## config.mk

```make
export PLATFORM = sky130hd
export DESIGN_NAME = swervolf_ddr_gate
export DESIGN_NICKNAME = d
export VERILOG_FILES = /design/src/rtl/swervolf_ddr_gate_pkg.sv /design/src/rtl/swervolf_axi_err_resp.sv /design/src/rtl/swervolf_ddr_gate.sv
export SDC_FILE = /design/constraint.sdc
export NUM_CORES = 1
export LEC_CHECK = 0
export BUFFER_PORTS_ARGS = -buffer_cell sky130_fd_sc_hd__buf_2
export CORE_AREA = 3 3 201 203
export DETAILED_ROUTE_END_ITERATION = 6
export DIE_AREA = 0 0 204 206
export SETUP_SLACK_MARGIN = 0.2
export SLEW_MARGIN = 20
export SYNTH_ARGS = -nofsm -noshare
export SYNTH_HDL_FRONTEND = slang
export SYNTH_SLANG_ARGS = --single-unit
```

## constraint.sdc

```tcl
create_clock -name i_clk -period 2 [get_ports i_clk]
set_input_delay 0.4 -clock i_clk [delete_from_list [all_inputs] [get_ports i_clk]]
set_output_delay 0.4 -clock i_clk [all_outputs]
set_load 0.03 [all_outputs]
```

## src/rtl/swervolf_ddr_gate_pkg.sv

```systemverilog
// Shared types and constants for the DDR init gate and its error responder.
// Latency: n/a (declarations only).
// Backpressure: n/a.
package swervolf_ddr_gate_pkg;

  // Gate mode: hold traffic until calibration resolves, then either
  // pass through to the controller or answer everything with SLVERR.
  typedef enum logic [1:0] {
    ST_WAIT_INIT = 2'd0,
    ST_PASS      = 2'd1,
    ST_ERROR     = 2'd2
  } gate_state_t;

  // Error-responder write engine: AW -> W burst -> B.
  typedef enum logic [1:0] {
    WR_IDLE = 2'd0,
    WR_DATA = 2'd1,
    WR_RESP = 2'd2
  } wr_state_t;

  // Error-responder read engine: AR -> R burst.
  typedef enum logic {
    RD_IDLE = 1'b0,
    RD_DATA = 1'b1
  } rd_state_t;

  localparam logic [1:0] RESP_OKAY   = 2'b00;
  localparam logic [1:0] RESP_SLVERR = 2'b10;

endpackage

```

## src/rtl/swervolf_axi_err_resp.sv

```systemverilog
// AXI subordinate that completes every burst with SLVERR and zero read data.
// Latency: B one cycle after the last W beat; first R beat one cycle after AR.
// Backpressure: one burst per channel direction in flight; B/R held until ready.
//
// Ports:
//   i_clk, i_rst      clock, async active-high reset
//   i_en              engines may only accept new AW/AR while high
//   i_aw*/o_awready   write address (only id is kept)
//   i_w*/o_wready     write data (only last/valid matter)
//   o_b*/i_bready     write response, always SLVERR
//   i_ar*/o_arready   read address (id and len kept)
//   o_r*/i_rready     read data, zero payload, SLVERR, len+1 beats
module swervolf_axi_err_resp
  import swervolf_ddr_gate_pkg::*;
#(
  parameter int ID_WIDTH   = 4,
  parameter int DATA_WIDTH = 64
) (
  input  logic                  i_clk,
  input  logic                  i_rst,
  input  logic                  i_en,
  input  logic [ID_WIDTH-1:0]   i_awid,
  input  logic                  i_awvalid,
  output logic                  o_awready,
  input  logic                  i_wlast,
  input  logic                  i_wvalid,
  output logic                  o_wready,
  output logic [ID_WIDTH-1:0]   o_bid,
  output logic [1:0]            o_bresp,
  output logic                  o_bvalid,
  input  logic                  i_bready,
  input  logic [ID_WIDTH-1:0]   i_arid,
  input  logic [7:0]            i_arlen,
  input  logic                  i_arvalid,
  output logic                  o_arready,
  output logic [ID_WIDTH-1:0]   o_rid,
  output logic [DATA_WIDTH-1:0] o_rdata,
  output logic [1:0]            o_rresp,
  output logic                  o_rlast,
  output logic                  o_rvalid,
  input  logic                  i_rready
);

  wr_state_t             wr_state, wr_next;
  rd_state_t             rd_state, rd_next;
  logic [ID_WIDTH-1:0]   bid_q;
  logic [ID_WIDTH-1:0]   rid_q;
  // Beats still to send after the one currently presented; 0 means the
  // presented beat is the last, so arlen=255 needs no ninth bit.
  logic [7:0]            beats_left;

  // ---- state registers ----
  always_ff @(posedge i_clk or posedge i_rst) begin
    if (i_rst) begin
      wr_state   <= WR_IDLE;
      rd_state   <= RD_IDLE;
      bid_q      <= '0;
      rid_q      <= '0;
      beats_left <= '0;
    end else begin
      wr_state <= wr_next;
      rd_state <= rd_next;
      if (o_awready && i_awvalid) begin
        bid_q <= i_awid;
      end
      if (o_arready && i_arvalid) begin
        rid_q      <= i_arid;
        beats_left <= i_arlen;
      end else if (o_rvalid && i_rready && beats_left != 8'd0) begin
        beats_left <= beats_left - 8'd1;
      end
    end
  end

  // ---- next-state ----
  always_comb begin
    wr_next = wr_state;
    case (wr_state)
      WR_IDLE: if (i_en && i_awvalid)   wr_next = WR_DATA;
      WR_DATA: if (i_wvalid && i_wlast) wr_next = WR_RESP;
      WR_RESP: if (i_bready)            wr_next = WR_IDLE;
      default:                          wr_next = WR_IDLE;
    endcase
  end

  always_comb begin
    rd_next = rd_state;
    case (rd_state)
      RD_IDLE: if (i_en && i_arvalid)               rd_next = RD_DATA;
      RD_DATA: if (i_rready && beats_left == 8'd0)  rd_next = RD_IDLE;
      default:                                      rd_next = RD_IDLE;
    endcase
  end

  // ---- outputs ----
  always_comb begin
    o_awready = i_en && (wr_state == WR_IDLE);
    o_wready  = (wr_state == WR_DATA);
    o_bvalid  = (wr_state == WR_RESP);
    o_bid     = bid_q;
    o_bresp   = (wr_state == WR_RESP) ? RESP_SLVERR : RESP_OKAY;

    o_arready = i_en && (rd_state == RD_IDLE);
    o_rvalid  = (rd_state == RD_DATA);
    o_rid     = rid_q;
    o_rdata   = '0;
    o_rresp   = (rd_state == RD_DATA) ? RESP_SLVERR : RESP_OKAY;
    o_rlast   = (rd_state == RD_DATA) && (beats_left == 8'd0);
  end

endmodule

```

## src/rtl/swervolf_ddr_gate.sv

```systemverilog
// Gates the AXI path to the DDR controller on calibration outcome.
// Latency: zero-cycle combinational pass-through once calibrated; error path per responder.
// Backpressure: all readies low until calibration resolves; then controller or responder backpressure.
//
// Ports:
//   i_clk, i_rst                 controller user clock, async active-high reset
//   i_init_done, i_init_error    calibration result (sticky once acted upon)
//   i_aw*/i_w*/i_ar*, o_b*/o_r*  subordinate side from the CPU interconnect
//   o_m_*/i_m_*                  manager side toward the DDR controller
//   o_ready, o_error             registered PASS / ERROR indicators
module swervolf_ddr_gate
  import swervolf_ddr_gate_pkg::*;
#(
  parameter int ID_WIDTH   = 4,
  parameter int DATA_WIDTH = 64
) (
  input  logic                    i_clk,
  input  logic                    i_rst,
  input  logic                    i_init_done,
  input  logic                    i_init_error,
  // subordinate side
  input  logic [ID_WIDTH-1:0]     i_awid,
  input  logic [31:0]             i_awaddr,
  input  logic [7:0]              i_awlen,
  input  logic [2:0]              i_awsize,
  input  logic [1:0]              i_awburst,
  input  logic                    i_awvalid,
  output logic                    o_awready,
  input  logic [ID_WIDTH-1:0]     i_arid,
  input  logic [31:0]             i_araddr,
  input  logic [7:0]              i_arlen,
  input  logic [2:0]              i_arsize,
  input  logic [1:0]              i_arburst,
  input  logic                    i_arvalid,
  output logic                    o_arready,
  input  logic [DATA_WIDTH-1:0]   i_wdata,
  input  logic [DATA_WIDTH/8-1:0] i_wstrb,
  input  logic                    i_wlast,
  input  logic                    i_wvalid,
  output logic                    o_wready,
  output logic [ID_WIDTH-1:0]     o_bid,
  output logic [1:0]              o_bresp,
  output logic                    o_bvalid,
  input  logic                    i_bready,
  output logic [ID_WIDTH-1:0]     o_rid,
  output logic [DATA_WIDTH-1:0]   o_rdata,
  output logic [1:0]              o_rresp,
  output logic                    o_rlast,
  output logic                    o_rvalid,
  input  logic                    i_rready,
  // manager side
  output logic [ID_WIDTH-1:0]     o_m_awid,
  output logic [31:0]             o_m_awaddr,
  output logic [7:0]              o_m_awlen,
  output logic [2:0]              o_m_awsize,
  output logic [1:0]              o_m_awburst,
  output logic                    o_m_awvalid,
  input  logic                    i_m_awready,
  output logic [ID_WIDTH-1:0]     o_m_arid,
  output logic [31:0]             o_m_araddr,
  output logic [7:0]              o_m_arlen,
  output logic [2:0]              o_m_arsize,
  output logic [1:0]              o_m_arburst,
  output logic                    o_m_arvalid,
  input  logic                    i_m_arready,
  output logic [DATA_WIDTH-1:0]   o_m_wdata,
  output logic [DATA_WIDTH/8-1:0] o_m_wstrb,
  output logic                    o_m_wlast,
  output logic                    o_m_wvalid,
  input  logic                    i_m_wready,
  input  logic [ID_WIDTH-1:0]     i_m_bid,
  input  logic [1:0]              i_m_bresp,
  input  logic                    i_m_bvalid,
  output logic                    o_m_bready,
  input  logic [ID_WIDTH-1:0]     i_m_rid,
  input  logic [DATA_WIDTH-1:0]   i_m_rdata,
  input  logic [1:0]              i_m_rresp,
  input  logic                    i_m_rlast,
  input  logic                    i_m_rvalid,
  output logic                    o_m_rready,
  // status
  output logic                    o_ready,
  output logic                    o_error
);

  gate_state_t state, state_next;

  logic                  err_awready, err_wready, err_bvalid, err_arready;
  logic                  err_rvalid, err_rlast;
  logic [ID_WIDTH-1:0]   err_bid, err_rid;
  logic [1:0]            err_bresp, err_rresp;
  logic [DATA_WIDTH-1:0] err_rdata;

  // ---- state register; status flags track the state they decode ----
  always_ff @(posedge i_clk or posedge i_rst) begin
    if (i_rst) begin
      state   <= ST_WAIT_INIT;
      o_ready <= 1'b0;
      o_error <= 1'b0;
    end else begin
      state   <= state_next;
      o_ready <= (state_next == ST_PASS);
      o_error <= (state_next == ST_ERROR);
    end
  end

  // ---- next-state: error outranks done; both outcomes are terminal ----
  always_comb begin
    state_next = state;
    case (state)
      ST_WAIT_INIT: begin
        if (i_init_error)     state_next = ST_ERROR;
        else if (i_init_done) state_next = ST_PASS;
      end
      ST_PASS:  state_next = ST_PASS;
      ST_ERROR: state_next = ST_ERROR;
      default:  state_next = ST_WAIT_INIT;
    endcase
  end

  swervolf_axi_err_resp #(
    .ID_WIDTH   (ID_WIDTH),
    .DATA_WIDTH (DATA_WIDTH)
  ) u_err_resp (
    .i_clk     (i_clk),
    .i_rst     (i_rst),
    .i_en      (state == ST_ERROR),
    .i_awid    (i_awid),
    .i_awvalid (i_awvalid),
    .o_awready (err_awready),
    .i_wlast   (i_wlast),
    .i_wvalid  (i_wvalid),
    .o_wready  (err_wready),
    .o_bid     (err_bid),
    .o_bresp   (err_bresp),
    .o_bvalid  (err_bvalid),
    .i_bready  (i_bready),
    .i_arid    (i_arid),
    .i_arlen   (i_arlen),
    .i_arvalid (i_arvalid),
    .o_arready (err_arready),
    .o_rid     (err_rid),
    .o_rdata   (err_rdata),
    .o_rresp   (err_rresp),
    .o_rlast   (err_rlast),
    .o_rvalid  (err_rvalid),
    .i_rready  (i_rready)
  );

  // ---- output mux: everything quiet unless a mode claims it ----
  always_comb begin
    o_awready   = 1'b0;
    o_arready   = 1'b0;
    o_wready    = 1'b0;
    o_bid       = '0;
    o_bresp     = RESP_OKAY;
    o_bvalid    = 1'b0;
    o_rid       = '0;
    o_rdata     = '0;
    o_rresp     = RESP_OKAY;
    o_rlast     = 1'b0;
    o_rvalid    = 1'b0;
    o_m_awid    = '0;
    o_m_awaddr  = '0;
    o_m_awlen   = '0;
    o_m_awsize  = '0;
    o_m_awburst = '0;
    o_m_awvalid = 1'b0;
    o_m_arid    = '0;
    o_m_araddr  = '0;
    o_m_arlen   = '0;
    o_m_arsize  = '0;
    o_m_arburst = '0;
    o_m_arvalid = 1'b0;
    o_m_wdata   = '0;
    o_m_wstrb   = '0;
    o_m_wlast   = 1'b0;
    o_m_wvalid  = 1'b0;
    o_m_bready  = 1'b0;
    o_m_rready  = 1'b0;
    case (state)
      ST_PASS: begin
        o_m_awid    = i_awid;
        o_m_awaddr  = i_awaddr;
        o_m_awlen   = i_awlen;
        o_m_awsize  = i_awsize;
        o_m_awburst = i_awburst;
        o_m_awvalid = i_awvalid;
        o_awready   = i_m_awready;
        o_m_arid    = i_arid;
        o_m_araddr  = i_araddr;
        o_m_arlen   = i_arlen;
        o_m_arsize  = i_arsize;
        o_m_arburst = i_arburst;
        o_m_arvalid = i_arvalid;
        o_arready   = i_m_arready;
        o_m_wdata   = i_wdata;
        o_m_wstrb   = i_wstrb;
        o_m_wlast   = i_wlast;
        o_m_wvalid  = i_wvalid;
        o_wready    = i_m_wready;
        o_bid       = i_m_bid;
        o_bresp     = i_m_bresp;
        o_bvalid    = i_m_bvalid;
        o_m_bready  = i_bready;
        o_rid       = i_m_rid;
        o_rdata     = i_m_rdata;
        o_rresp     = i_m_rresp;
        o_rlast     = i_m_rlast;
        o_rvalid    = i_m_rvalid;
        o_m_rready  = i_rready;
      end
      ST_ERROR: begin
        o_awready = err_awready;
        o_wready  = err_wready;
        o_bid     = err_bid;
        o_bresp   = err_bresp;
        o_bvalid  = err_bvalid;
        o_arready = err_arready;
        o_rid     = err_rid;
        o_rdata   = err_rdata;
        o_rresp   = err_rresp;
        o_rlast   = err_rlast;
        o_rvalid  = err_rvalid;
      end
      default: ;
    endcase
  end

endmodule

```

==> results of run 1 <==
[stage by stage]
stage,hold slack [ns],power (uW)
global placement,0.486,6320
finish,0.175,9900
CTS,0.182,9360
floorplan,0.402,4520
global route,0.210,10400
detailed placement,0.489,6390
[layer usage]
layer	vias to the layer above	share of wire	routed length (um)
li1	2440	-	-
met1	2558	0.43	12600
met2	247	0.47	13800
met3	18	0.084	2460
met4	4	0.011	324
met5	-	0.00093	27
[kinds of logic (layout without fill, tap and decap cells)]
logic type      Yosys count  count (layout)
flops                    23              23
simple gates            285             285
compound gates           36              36
fa+ha+maj                 5               5
mux                      12              12
buf+inv                  42             610
other cells               0               2
[flip-flops by register name (all words and copies together) (netlist names)]
name and cells:
u_err_resp.wr_state 2, state 2, u_err_resp.beats_left 8, o_error 1
u_err_resp.o_bid 4, o_ready 1, u_err_resp.o_rid 4, u_err_resp.o_rvalid 1
[worst paths after layout]
kind,start,to,depth (start not counted)
max,u_err_resp.beats_left[2],o_rlast,5
min,i_rst,o_error,3
max reg2reg,u_err_resp.beats_left[2],u_err_resp.beats_left[3],5
min reg2reg,u_err_resp.o_rid[2],u_err_resp.o_rid[2],1
max in group asynchronous,i_rst,u_err_resp.beats_left[1],3
min in group i_clk,i_init_error,o_ready,2
[worst register-to-register path, stage by stage, from the launching register on]
cell and delay (ns):
dfrtp_1 0.39, or4_4 0.57, buf_4 0.18, o31a_1 0.37, a32o_1 0.27, a211o_1 0.26
[final cells by class]
| class | count | area [sq um] |
|---|---|---|
| Tap cell | 518 | 648 |
| Antenna cell | 2 | 5.00 |
| Clock buffer | 3 | 75.1 |
| Multi-Input combinational cell | 338 | 2860 |
| Timing Repair Buffer | 599 | 5550 |
| Fill cell | 4115 | 28900 |
| Inverter | 7 | 26.3 |
| Clock inverter | 1 | 7.51 |
| Sequential cell | 23 | 577 |
[cells in the final DEF, fill, tap and decap left out, types with 9 or more instances in the layout]
| cell type | Yosys | final |
|---|---|---|
| buf_2 | 1 | 263 |
| buf_12 | 0 | 21 |
| mux2_2 | 9 | 9 |
| and2_2 | 0 | 36 |
| buf_6 | 1 | 208 |
| buf_16 | 0 | 24 |
| dfrtp_1 | 23 | 22 |
| and2_4 | 0 | 158 |
| buf_4 | 0 | 69 |
| nand2_1 | 18 | 9 |
| and2_1 | 243 | 49 |
| clkbuf_16 | 0 | 11 |
[power by group through the flow]
stage | Sequential [uW] | Clock (uW) | Combinational (uW)
6_report | 879 | 482 | 8540
3_5_place_dp | 862 | 0 | 5530
4_1_cts | 876 | 522 | 7960
5_1_grt | 910 | 539 | 8980
2_1_floorplan | 885 | 0 | 3630
3_3_place_gp | 854 | 0 | 5470
[what timing repair did]
action	in CTS	in global routing
gates cloned	21	9
gates resized for setup	562	88
pin swaps	13	11
setup endpoints to repair	269	268
setup buffers	20	2
==> results by group, run 1 <==
Status
  – Result of the run: complete, but fails checks
  – Failing checks: negative setup slack

Timing
  – Number of setup violations in the final report: ~260
  – Max-slew violation count: 0
  – Worst setup skew after layout: between 0.006 and 0.007 ns
  – Slew at the pin closest to its max-slew limit: between 0.4 and 0.5 ns
  – Least setup slack across all paths after layout: -0.190 ns
  – Top achievable clock speed: around 460 MHz
  – Setup repair after global routing missed its margin: true
  – Period utilization: 1.10
  – Final hold viol count: 0
  – Final critical delay including setup and external delays: approximately 2.2 ns
  – Worst slew slack as a fraction of its limit: 0.668
  – Total negative slack for setup checks: -24.70 ns

Logic synthesis
  – Cell area after technology mapping: a little under 0.003 sq mm
  – Area share of fa/ha/maj cells after synthesis: 0.0212
  – Simple logic cell fraction of the synthesized area: 0.584
  – Distinct cell type count after synthesis: 36
  – Main combinational cell family by area after synthesis: simple AND/OR/NAND/NOR gates
  – Most area-hungry cell type in the Yosys netlist: and2_1
  – Syn_area_per_cell: ~7.3 sq um
  – Post-synthesis compound-gate area fraction: 0.0988
  – Leading register cell type out of synthesis: dfrtp_1
  – Count of yosys warnings during synthesis: 0
  – Library cell with the highest instance count after synthesis: and2_1
  – Share of async-settable or async-resettable flops after synthesis: 1.00
  – Portion of netlist area occupied by mux cells: 0.0445
  – Fraction of synthesized cell area taken by the top area cell type: 0.515
  – Top cells by area in the synthesized netlist: and2_1, dfrtp_1, clkbuf_1, mux2_2, a22o_1
  – Number of nets produced by synthesis: 670
  – Sequential area share after synthesis: 0.195
  – Xor/xnor cell area share of the yosys netlist: 0
  – Number of synthesized flops with an enable pin: 0
  – Register bit count reported by yosys: 23
  – Most frequent cells after synthesis: and2_1, clkbuf_1, dfrtp_1
  – Instance count of the mapped netlist: between 400 and 500

Layout
  – Post-layout instance area: 0.00974 sq mm
  – Final core utilization: 0.252
  – P&R area growth vs syn: 230%
  – Share of cells above drive strength 1: 0.868
  – Final Non-Filler Cells: approximately 1.5k
  – Layout net count: roughly 1.2k

Run
  – MaxCap Viol Count: 0

CTS
  – Clock sink count: 23
  – Clock-pin slew reported for the worst setup and hold paths after clock tree synthesis: 0.08 ns
  – Number of H-tree branching levels: 1
  – Number of hold-repair buffers added at the cts stage: 0
  – CTS tree: done
  – Clock latency of the later-clocked register in the worst-skew pair: roughly 0.27 ns
  – Clk buf depth: 2
  – Cell at the root of the clock tree: clkbuf_16
  – Number of CTS-inserted buffers: 3

Route
  – Drt drc: 0
  – TritonRoute pass-1 iters: 4
  – Routed via count divided by cell count: ~3.5
  – Remaining number of nets flagged by the antenna check after routing: 0
  – Wirelength, routed: about 30 mm
  – DRC marker count from the first detailed-route iteration: ~380
  – Detailed-route via count: approximately 5.3k
  – Final routed wire length divided by cell count: between 15 and 20 um

Die
  – Die H: 206 um
  – Initial cell density of the core: 0.0763
  – Total die area: approximately 0.042 sq mm
  – Io pins: ~520
  – Die W: approximately 200 um
  – Area of the core: around 0.039 sq mm
  – Standard-cell rows: 72

Power
  – Portion of total power attributed to the clock network: 0.049
  – Maximum ir drop on the vdd rail: between 0.0002 and 0.0003 V
  – Power per cell area: a little over 1000 mW/mm^2
  – Switching share of power: 0.462
  – Logic pwr share: 0.863
  – Static Leak: about 0.0050 uW
  – Internal cell power: about 5300 uW
  – Sequential fraction of design power: 0.089
  – Power dissipated by switching net loads: between 4000 and 5000 uW

Critical path
  – R2R setup slack: -0.14 ns
  – Worst path bufs/invs: 1
  – CP cell instances: or4_4 -> nor3_4 -> and3_4 -> a21o_4 -> buf_6
  – Worst Setup Start Kind: flip-flop
  – Data arrival time of the critical path: about 1.8 ns
  – Critical Path Sink Type: output pin
  – Maximum fanout count along the critical path: 2
  – Kind of cell with the highest combined delay on the critical path: simple AND/OR/NAND/NOR gates
  – Class of the most critical setup path: flip-flop to output pin
  – Critical Path Max Stage Delay: approximately 0.57 ns
  – Required time of the worst setup path: about 1.6 ns
  – Worst-path cell with the longest stage delay: or4_4

Global routing
  – Met3 usage in global routing: 0.0345
  – Antenna violations before repair: 8
  – Number of global-route vias before repair: 5123
  – Global-route usage over all layers: 0.119
  – Global-route track usage on met2: 0.190
  – Wire length of the first global-routing pass: about 36 mm
  – Remaining Overflow, GRT: 0
  – Busiest layer in global routing: met2
  – Met1 routing resource usage after global routing: 0.161
  – Maximum number of pins on one net before global-route repair: just over 40

Placement
  – Area after DPL: just under 0.007 sq mm
  – Total of buffers placed on input and output ports: about 520
  – Post-Place Cells: roughly 1.4k
  – GPL Wtd Cong: 0.807
  – Post-placement setup slack: -0.0982 ns
  – Hpwl dp: 21.2 mm

Hold path
  – Worst hold path type: primary input to async pin
(Power assumes the default switching activity.)
==> run 2, diff against run 1 <==
==> constraint.sdc (replaced) <==
create_clock -name i_clk -period 2.3 [get_ports i_clk]
set_input_delay 0.46 -clock i_clk [delete_from_list [all_inputs] [get_ports i_clk]]
set_output_delay 0.46 -clock i_clk [all_outputs]
set_load 0.05 [all_outputs]
==> run 2 against run 1 <==
Effect of this change: the flow still finishes with violations (negative setup slack); routed wire length increased by 4.3%; total power rose by 5.9%; sequential cell count is the same; core utilization rose by 3.2 points; critical path depth rose by 1; combinational power increased by 9.3%; clock power fell by 19%; sequential power is 13% lower; register-to-register slack improved by 0.31 ns; largest power group unchanged; highest routed layer unchanged.
==> results by group, run 2 (synthesis results as in run 1) <==
Placement
  – GPL Wtd Cong: approximately 0.70
  – Post-placement setup slack: around 0.10 ns
  – Total of buffers placed on input and output ports: approximately 520
  – Area after DPL: between 0.007 and 0.008 sq mm
  – Hpwl dp: ~19 mm

Timing
  – Final critical delay including setup and external delays: about 2.3 ns
  – Final hold viol count: 0
  – Period utilization: 1.01
  – Total negative slack for setup checks: -0.0144 ns
  – Top achievable clock speed: 432 MHz
  – Least setup slack across all paths after layout: -0.0144 ns
  – Number of setup violations in the final report: 1
  – Worst slew slack as a fraction of its limit: 0.694
  – Max-slew violation count: 0
  – Slew at the pin closest to its max-slew limit: roughly 0.46 ns
  – Setup repair after global routing missed its margin: true
  – Worst setup skew after layout: 0.00240 ns

Route
  – Detailed-route via count: between 5k and 6k
  – TritonRoute pass-1 iters: 4
  – Routed via count divided by cell count: 3.58
  – DRC marker count from the first detailed-route iteration: between 200 and 300
  – Remaining number of nets flagged by the antenna check after routing: 0
  – Drt drc: 0
  – Wirelength, routed: 30.4 mm
  – Final routed wire length divided by cell count: about 20 um

CTS
  – Clk buf depth: 2
  – Number of CTS-inserted buffers: 3
  – Clock latency of the later-clocked register in the worst-skew pair: roughly 0.26 ns
  – CTS tree: done
  – Number of hold-repair buffers added at the cts stage: 0
  – Cell at the root of the clock tree: clkbuf_16
  – Number of H-tree branching levels: 1
  – Clock-pin slew reported for the worst setup and hold paths after clock tree synthesis: 0.06 ns
  – Clock sink count: 23

Layout
  – Final core utilization: 0.284
  – Most frequent cells in the layout: buf_2, and2_4, buf_8
  – Max FFs per register: 8
  – Share of cells above drive strength 1: 0.913
  – Top register by number of flip-flops: u_err_resp.beats_left
  – Layout net count: approximately 1.2k
  – Fill cell instance count of the final layout: about 3.9k
  – Commonest non-fill, non-tap cell in the layout: buf_2
  – Post-layout instance area: approximately 0.011 sq mm
  – P&R area growth vs syn: 273%

Power
  – Static Leak: ~0.0053 uW
  – Total power of the final layout: around 10000 uW
  – Maximum ir drop on the vdd rail: between 0.001 and 0.0015 V
  – Power per cell area: about 950 mW/mm^2

Die
  – Io pins: between 500 and 600
  – Standard-cell rows: about 70
  – Total die area: around 0.042 sq mm
  – Die W: slightly above 200 um
  – Initial cell density of the core: 0.0763
  – Area of the core: about 0.039 sq mm
  – Die H: roughly 200 um

Critical path
  – Data arrival time of the critical path: between 1.5 and 2 ns
  – Worst Setup Start Kind: flip-flop
  – Critical Path Sink Type: output pin
  – Class of the most critical setup path: flip-flop to output pin
  – Required time of the worst setup path: around 1.8 ns
  – Maximum fanout count along the critical path: 2

Global routing
  – Global-route usage over all layers: 0.104
  – Remaining Overflow, GRT: 0
  – Antenna violations before repair: 12
  – Number of global-route vias before repair: 5089
  – Wire length of the first global-routing pass: 32.5 mm
  – Maximum number of pins on one net before global-route repair: 65

Hold path
  – Worst hold path type: primary input to async pin

Run
  – MaxCap Viol Count: 0

Status
  – Result of the run: complete, but fails checks
  – Failing checks: negative setup slack
[run 2: worst max-delay path: stages (launching register included)]
cell     delay (ns)
dfrtp_1        0.38
or4_4          0.54
nor3_2         0.12
buf_4          0.14
and3_4         0.17
a21o_4         0.09
buf_8          0.13
[run 2: power by group]
part           switching (uW)  internal [uW]
combinational            4910           4420
clock                     155            237
sequential                158            604
total                    5230           5260
[run 2: worst paths after layout]
| check | depth (start not counted) | slack (ns) | endpoint | start |
|---|---|---|---|---|
| setup / recovery | 6 | -0.01 | o_rlast | u_err_resp.beats_left[5] |
| hold / removal | 3 | 0.24 | u_err_resp.o_rid[2] | i_rst |
| setup reg to reg | 5 | 0.17 | u_err_resp.beats_left[4] | u_err_resp.beats_left[5] |
| hold reg to reg | 1 | 0.53 | u_err_resp.o_bid[2] | u_err_resp.o_bid[2] |
| max in group asynchronous | 3 | 1.78 | u_err_resp.beats_left[1] | i_rst |
| min in group i_clk | 2 | 0.44 | o_ready | i_init_error |
[run 2: repair_timing]
action,4_1_cts,5_1_grt
pin swaps,5,17
hold endpoints to repair,0,0
setup endpoints to repair,260,266
cloned,12,23
buffers inserted,16,9
gates resized for setup,435,598
[run 2: layer usage]
layer / up-vias / wire length [um] / GRT usage
li1: 2432 / - / -
met3: 31 / 2490 / 0.0271
met4: 2 / 688 / 0.0376
met1: 2590 / 11900 / 0.124
met5: - / 13 / 0
met2: 283 / 15300 / 0.181
[run 2: area by class of cell]
cell class | count | area (sq um) | area share
Antenna cell | 7 | 17.5 | 0.00159
Clock buffer | 4 | 78.8 | 0.00717
Inverter | 7 | 26.3 | 0.00239
Multi-Input combinational cell | 338 | 2990 | 0.272
Sequential cell | 23 | 577 | 0.0525
Tap cell | 518 | 648 | 0.0590
Timing Repair Buffer | 596 | 6650 | 0.605
[run 2: metrics by stage]
| stage | std cells | hold slack (ns) |
|---|---|---|
| 2_1_floorplan | 403 | 0.459 |
| 3_3_place_gp | 1422 | 0.506 |
| 3_5_place_dp | 1422 | 0.500 |
| 4_1_cts | 1454 | 0.252 |
| 5_1_grt | 1491 | 0.272 |
| 6_report | 1493 | 0.245 |
